File: src/rtl/vliw_bundle_loader.sv
// Expands a compressed VLIW program stream into full bundles for imem.
// Optional checksum word per bundle: define VLIW_LOADER_CSUM_EN.
module vliw_bundle_loader #(
  parameter int NSLOT  = 10,
  parameter int SLOT_W = 32,
  parameter int ADDR_W = 32,
  parameter int CNT_W  = 16
) (
  input  logic                    clk,
  input  logic                    rst,
  input  logic                    in_valid,
  output logic                    in_ready,
  input  logic [SLOT_W-1:0]       in_data,
  input  logic                    in_last,
  output logic                    out_valid,
  input  logic                    out_ready,
  output logic [ADDR_W-1:0]       out_addr,
  output logic [NSLOT*SLOT_W-1:0] out_data,
  output logic                    done,
  output logic                    err,
  output logic [CNT_W-1:0]        bundle_cnt
);

  localparam logic [2:0] S_HDR  = 3'd0;
  localparam logic [2:0] S_MASK = 3'd1;
  localparam logic [2:0] S_SLOT = 3'd2;
  localparam logic [2:0] S_EMIT = 3'd3;
`ifdef VLIW_LOADER_CSUM_EN
  localparam logic [2:0] S_CSUM = 3'd4;
`endif

  logic [2:0]       state;
  logic [NSLOT-1:0] pend;
  logic [NSLOT-1:0] sel;
  logic [NSLOT-1:0] mask_w;
  logic             pend_last;
  logic             last_q;
  logic             acc;
`ifdef VLIW_LOADER_CSUM_EN
  logic [SLOT_W-1:0] csum;
`endif

  assign in_ready  = !rst && (state != S_EMIT);
  assign out_valid = (state == S_EMIT);
  assign acc       = in_valid && in_ready;
  assign mask_w    = in_data[NSLOT-1:0];
  // one-hot of the lowest still-pending slot
  assign sel       = pend & (~pend + NSLOT'(1));
  assign pend_last = ((pend & ~sel) == '0);
  assign done      = out_valid && out_ready && last_q;

  always_ff @(posedge clk) begin
    if (rst) begin
      state      <= S_HDR;
      pend       <= '0;
      last_q     <= 1'b0;
      out_addr   <= '0;
      out_data   <= '0;
      err        <= 1'b0;
      bundle_cnt <= '0;
`ifdef VLIW_LOADER_CSUM_EN
      csum       <= '0;
`endif
    end else begin
      unique case (state)
        S_HDR: if (acc) begin
          if (in_last) begin
            err <= 1'b1;
          end else begin
            out_addr <= in_data[ADDR_W-1:0];
            out_data <= '0;
            state    <= S_MASK;
`ifdef VLIW_LOADER_CSUM_EN
            csum     <= in_data;
`endif
          end
        end
        S_MASK: if (acc) begin
          pend <= mask_w;
`ifdef VLIW_LOADER_CSUM_EN
          csum <= csum ^ in_data;
          if (in_last) begin
            err   <= 1'b1;
            state <= S_HDR;
          end else if (mask_w == '0) begin
            state <= S_CSUM;
          end else begin
            state <= S_SLOT;
          end
`else
          if (mask_w == '0) begin
            last_q <= in_last;
            state  <= S_EMIT;
          end else if (in_last) begin
            err   <= 1'b1;
            state <= S_HDR;
          end else begin
            state <= S_SLOT;
          end
`endif
        end
        S_SLOT: if (acc) begin
          for (int i = 0; i < NSLOT; i++) begin
            if (sel[i]) out_data[(NSLOT-i)*SLOT_W-1 -: SLOT_W] <= in_data;
          end
          pend <= pend & ~sel;
`ifdef VLIW_LOADER_CSUM_EN
          csum <= csum ^ in_data;
          if (in_last) begin
            err   <= 1'b1;
            state <= S_HDR;
          end else if (pend_last) begin
            state <= S_CSUM;
          end
`else
          if (pend_last) begin
            last_q <= in_last;
            state  <= S_EMIT;
          end else if (in_last) begin
            err   <= 1'b1;
            state <= S_HDR;
          end
`endif
        end
`ifdef VLIW_LOADER_CSUM_EN
        S_CSUM: if (acc) begin
          if (in_data != csum) begin
            err   <= 1'b1;
            state <= S_HDR;
          end else begin
            last_q <= in_last;
            state  <= S_EMIT;
          end
        end
`endif
        S_EMIT: if (out_ready) begin
          bundle_cnt <= bundle_cnt + CNT_W'(1);
          state      <= S_HDR;
        end
        default: state <= S_HDR;
      endcase
    end
  end

endmodule

File: config.mk
export PLATFORM = sky130hd
export DESIGN_NAME = vliw_bundle_loader
export DESIGN_NICKNAME = d
export VERILOG_FILES = /design/src/rtl/vliw_bundle_loader.sv
export SDC_FILE = /design/constraint.sdc
export NUM_CORES = 1
export LEC_CHECK = 0
export CAP_MARGIN = 20
export CELL_PAD_IN_SITES_DETAIL_PLACEMENT = 1
export CELL_PAD_IN_SITES_GLOBAL_PLACEMENT = 1
export CORE_UTILIZATION = 37
export CTS_CLUSTER_SIZE = 12
export DETAILED_ROUTE_END_ITERATION = 12
export PLACE_DENSITY = 0.82
export SETUP_SLACK_MARGIN = 0.1
export SLEW_MARGIN = 20
export SYNTH_ARGS = -nofsm -noshare
export SYNTH_HDL_FRONTEND = slang
export SYNTH_SLANG_ARGS = --single-unit
File: constraint.sdc
create_clock -name clk -period 4.5 [get_ports clk]
set_input_delay 0.9 -clock clk [delete_from_list [all_inputs] [get_ports clk]]
set_output_delay 0.9 -clock clk [all_outputs]
set_load 0.005 [all_outputs]
==> run summary <==
input/output buffers = 408
1st-iter DRT viols = 628
period utilisation layout = 74.6%
Post-synth EDFFs = 0
clock tree buffer depth = 3
slowest stage delay, CP = 500 ps
DP Wirelength = 38900 um
gr ovfl total = 0
Filler cells = 4448
maxcap violations = 0
pin count of the biggest net entering global routing = 112
Ant. Diodes = 0
final hold vios = 0
Layout area overhead = 40.2%
Crit Reg-Reg Startpoint = state[1]$_SDFFE_PP0P_
Period minus WS final = 3360 ps
#FFs+latches synth = 382
Slew HR = 24.6%
CP Class = in -> out
top_reg_cell synth = dfxtp_1
sequential element share of the synthesized area = 53.9%
PD cells = 373 nW/um^2
Fmax = 298 MHz
placed cells = 2577
crit path buf inv count = 2
GPL Wtd Cong = 0.885
IO Pins = 409
most frequent cells in the layout = nand2_1, clkdlybuf4s50_1, dfxtp_1
Sequential Area = 7650 sq um
nets@finish = 2150
Slowest-stage cell, CP = clkdlybuf4s50_1
Core ar. = 37700 sq um
All-Layer GR Usage = 29.5%
clk root buf = clkbuf_16
grt met2 use = 48.9%
Async S/R FF share, synth = 0%
vias in the first global route = 14.3k
CTS HTree Levels = 2
Die Footprint = 39100 sq um
Hold Path Class = reg -> reg
First-pass DRT Iterations = 5
RR Endpoint = out_data[78]$_SDFFE_PP0P_
Hold Path Depth = 2
mapped cell area = 14200 sq um
leakage power = 6.74 nW
CP Capture Type = output port
first-pass GRT wire length = 86900 um
share of cells above drive strength 1 = 5.13%
crit-path cells = clkdlybuf4s50_1, and3_1, and2_1, clkdlybuf4s50_1
clock latency on the worst-skew pair = 570 ps
met1 GRT Util = 35.6%
Critical Path Start Type = primary input
syn nets = 1830
post-route setup TNS = 0 ps
syn_area_per_cell = 7.91 sq um
Clk pin slew, worst setup/hold paths = 60 ps
most frequent CP cell = clkdlybuf4s50_1
antenna violations before repair = 0
hold slack final = 453 ps
hold endpoint = out_data[96]$_SDFFE_PP0P_
vias per cell = 5.29
number of setup buffers added after CTS = 0
Finished Core Util = 52.8%
Worst-Margin Slew = 1130 ps
Netlist cell types = 58
clk_skew = 17.0 ps
WL final = 58500 um
Die X = 198 um
fin cells = 2654
Num CTS Buffers = 42
Die Height = 198 um
Final ANT Viol Nets = 0
Initial Util = 37.7%
Row Count = 71
drt wl/cell = 22.0 um
worst path arrival time = 2460 ps
RSZ-0062 raised after global routing = false
VDD IR-drop max = 255 uV
CTS Sinks = 382
Vias = 14.0k
Mapped Cells = 1792
crit-path max FO = 7
gr busiest metal = met2
yosys warns = 0
CP Data Required Time = 3600 ps
Worst R2R Path Depth = 5
met3 Resource Use GR = 8.09%
post-CTS sizing = 0
outcome = finished clean
most common cell after layout, fill and taps aside = nand2_1
CTS tree = done
Max Slew Vio Count = 0
Multi-input gate area = 5960 sq um
crit-path leading delay family = buffers and inverters
CTS Hold Bufs = 0
Final Setup Violations = 0
Hold Crit Start = out_data[96]$_SDFFE_PP0P_
r2r setup slk = 1580 ps
# DRC = 0
layer usage:
layer	vias to the layer above	wire [um]
met1	6903	23700
met3	146	4870
met5	-	0
met2	530	27300
met4	0	2690
li1	6448	-
sequential cells by signal (all words and copies together) (netlist names):
register    flops
state           2
last_q          1
err             1
pend           10
out_addr       32
out_data      320
bundle_cnt     16
how the worst max path moves through the flow:
stage / from / endpoint / slack (ps) / cells after the start
floorplan: rst / in_ready / 1900 / 4
global placement: in_valid / out_data[23]$_SDFFE_PP0P_ / 1030 / 8
detailed placement: in_valid / out_data[82]$_SDFFE_PP0P_ / 900 / 7
CTS: out_ready / done / 1170 / 4
global route: state[1]$_SDFFE_PP0P_ / done / 1100 / 3
finish: out_ready / done / 1140 / 4
worst reg2reg max path, cell delays in order, from the launching register on:
cell and delay [ps]:
dfxtp_1 690, and2b_1 650, buf_4 380, and2_1 780, nand2_1 160, a21oi_1 180
synth_stat cells (all sizes together) (7+ instances only):
cell type,count,area (sq um)
nor2,63,239
and2,37,231
dfxtp,382,7650
a21oi,335,1680
xnor2,7,61.3
and3,7,43.8
buf,43,248
nand2,659,2470
clkbuf,110,413
nor4,8,68.8
nand3,7,35.0
mux2i,34,340
o21ai,23,119
o21a,8,61.3
nand2b,7,43.8
nor3,12,70.1
power breakdown:
| group | switching (mW) | total [mW] | internal (mW) |
|---|---|---|---|
| Sequential | 0.0346 | 3.46 | 3.43 |
| Combinational | 0.393 | 0.575 | 0.181 |
| Clock | 1.43 | 3.37 | 1.95 |
| Total | 1.85 | 7.41 | 5.55 |
area by class of cell:
| type | instances | area share [%] |
|---|---|---|
| Sequential cell | 382 | 38.5 |
| Multi-Input combinational cell | 1253 | 30.0 |
| Timing Repair Buffer | 429 | 21.6 |
| Clock buffer | 64 | 6.21 |
| Tap cell | 511 | 3.22 |
| Clock inverter | 11 | 0.434 |
| Inverter | 4 | 0.0755 |
cells by family after synthesis:
logic type | count (synthesis) | share of synthesized area [%]
xor+xnor | 12 | 0.741
fa+ha+maj | 2 | 0.159
flops | 382 | 53.9
buf+inv | 157 | 4.76
simple gates | 820 | 23.8
mux | 35 | 2.48
compound gates | 384 | 14.2
metrics by stage:
stage / power (mW) / cell area [sq um] / setup WS [ps]
finish: 7.41 / 19900 / 1140
global route: 7.63 / 19900 / 1100
CTS: 7.44 / 19800 / 1170
detailed placement: 4.10 / 18500 / 902
global placement: 4.09 / 18500 / 1030
floorplan: 3.82 / 14200 / 1900
Note: power is estimated with default switching activity, not from simulation.
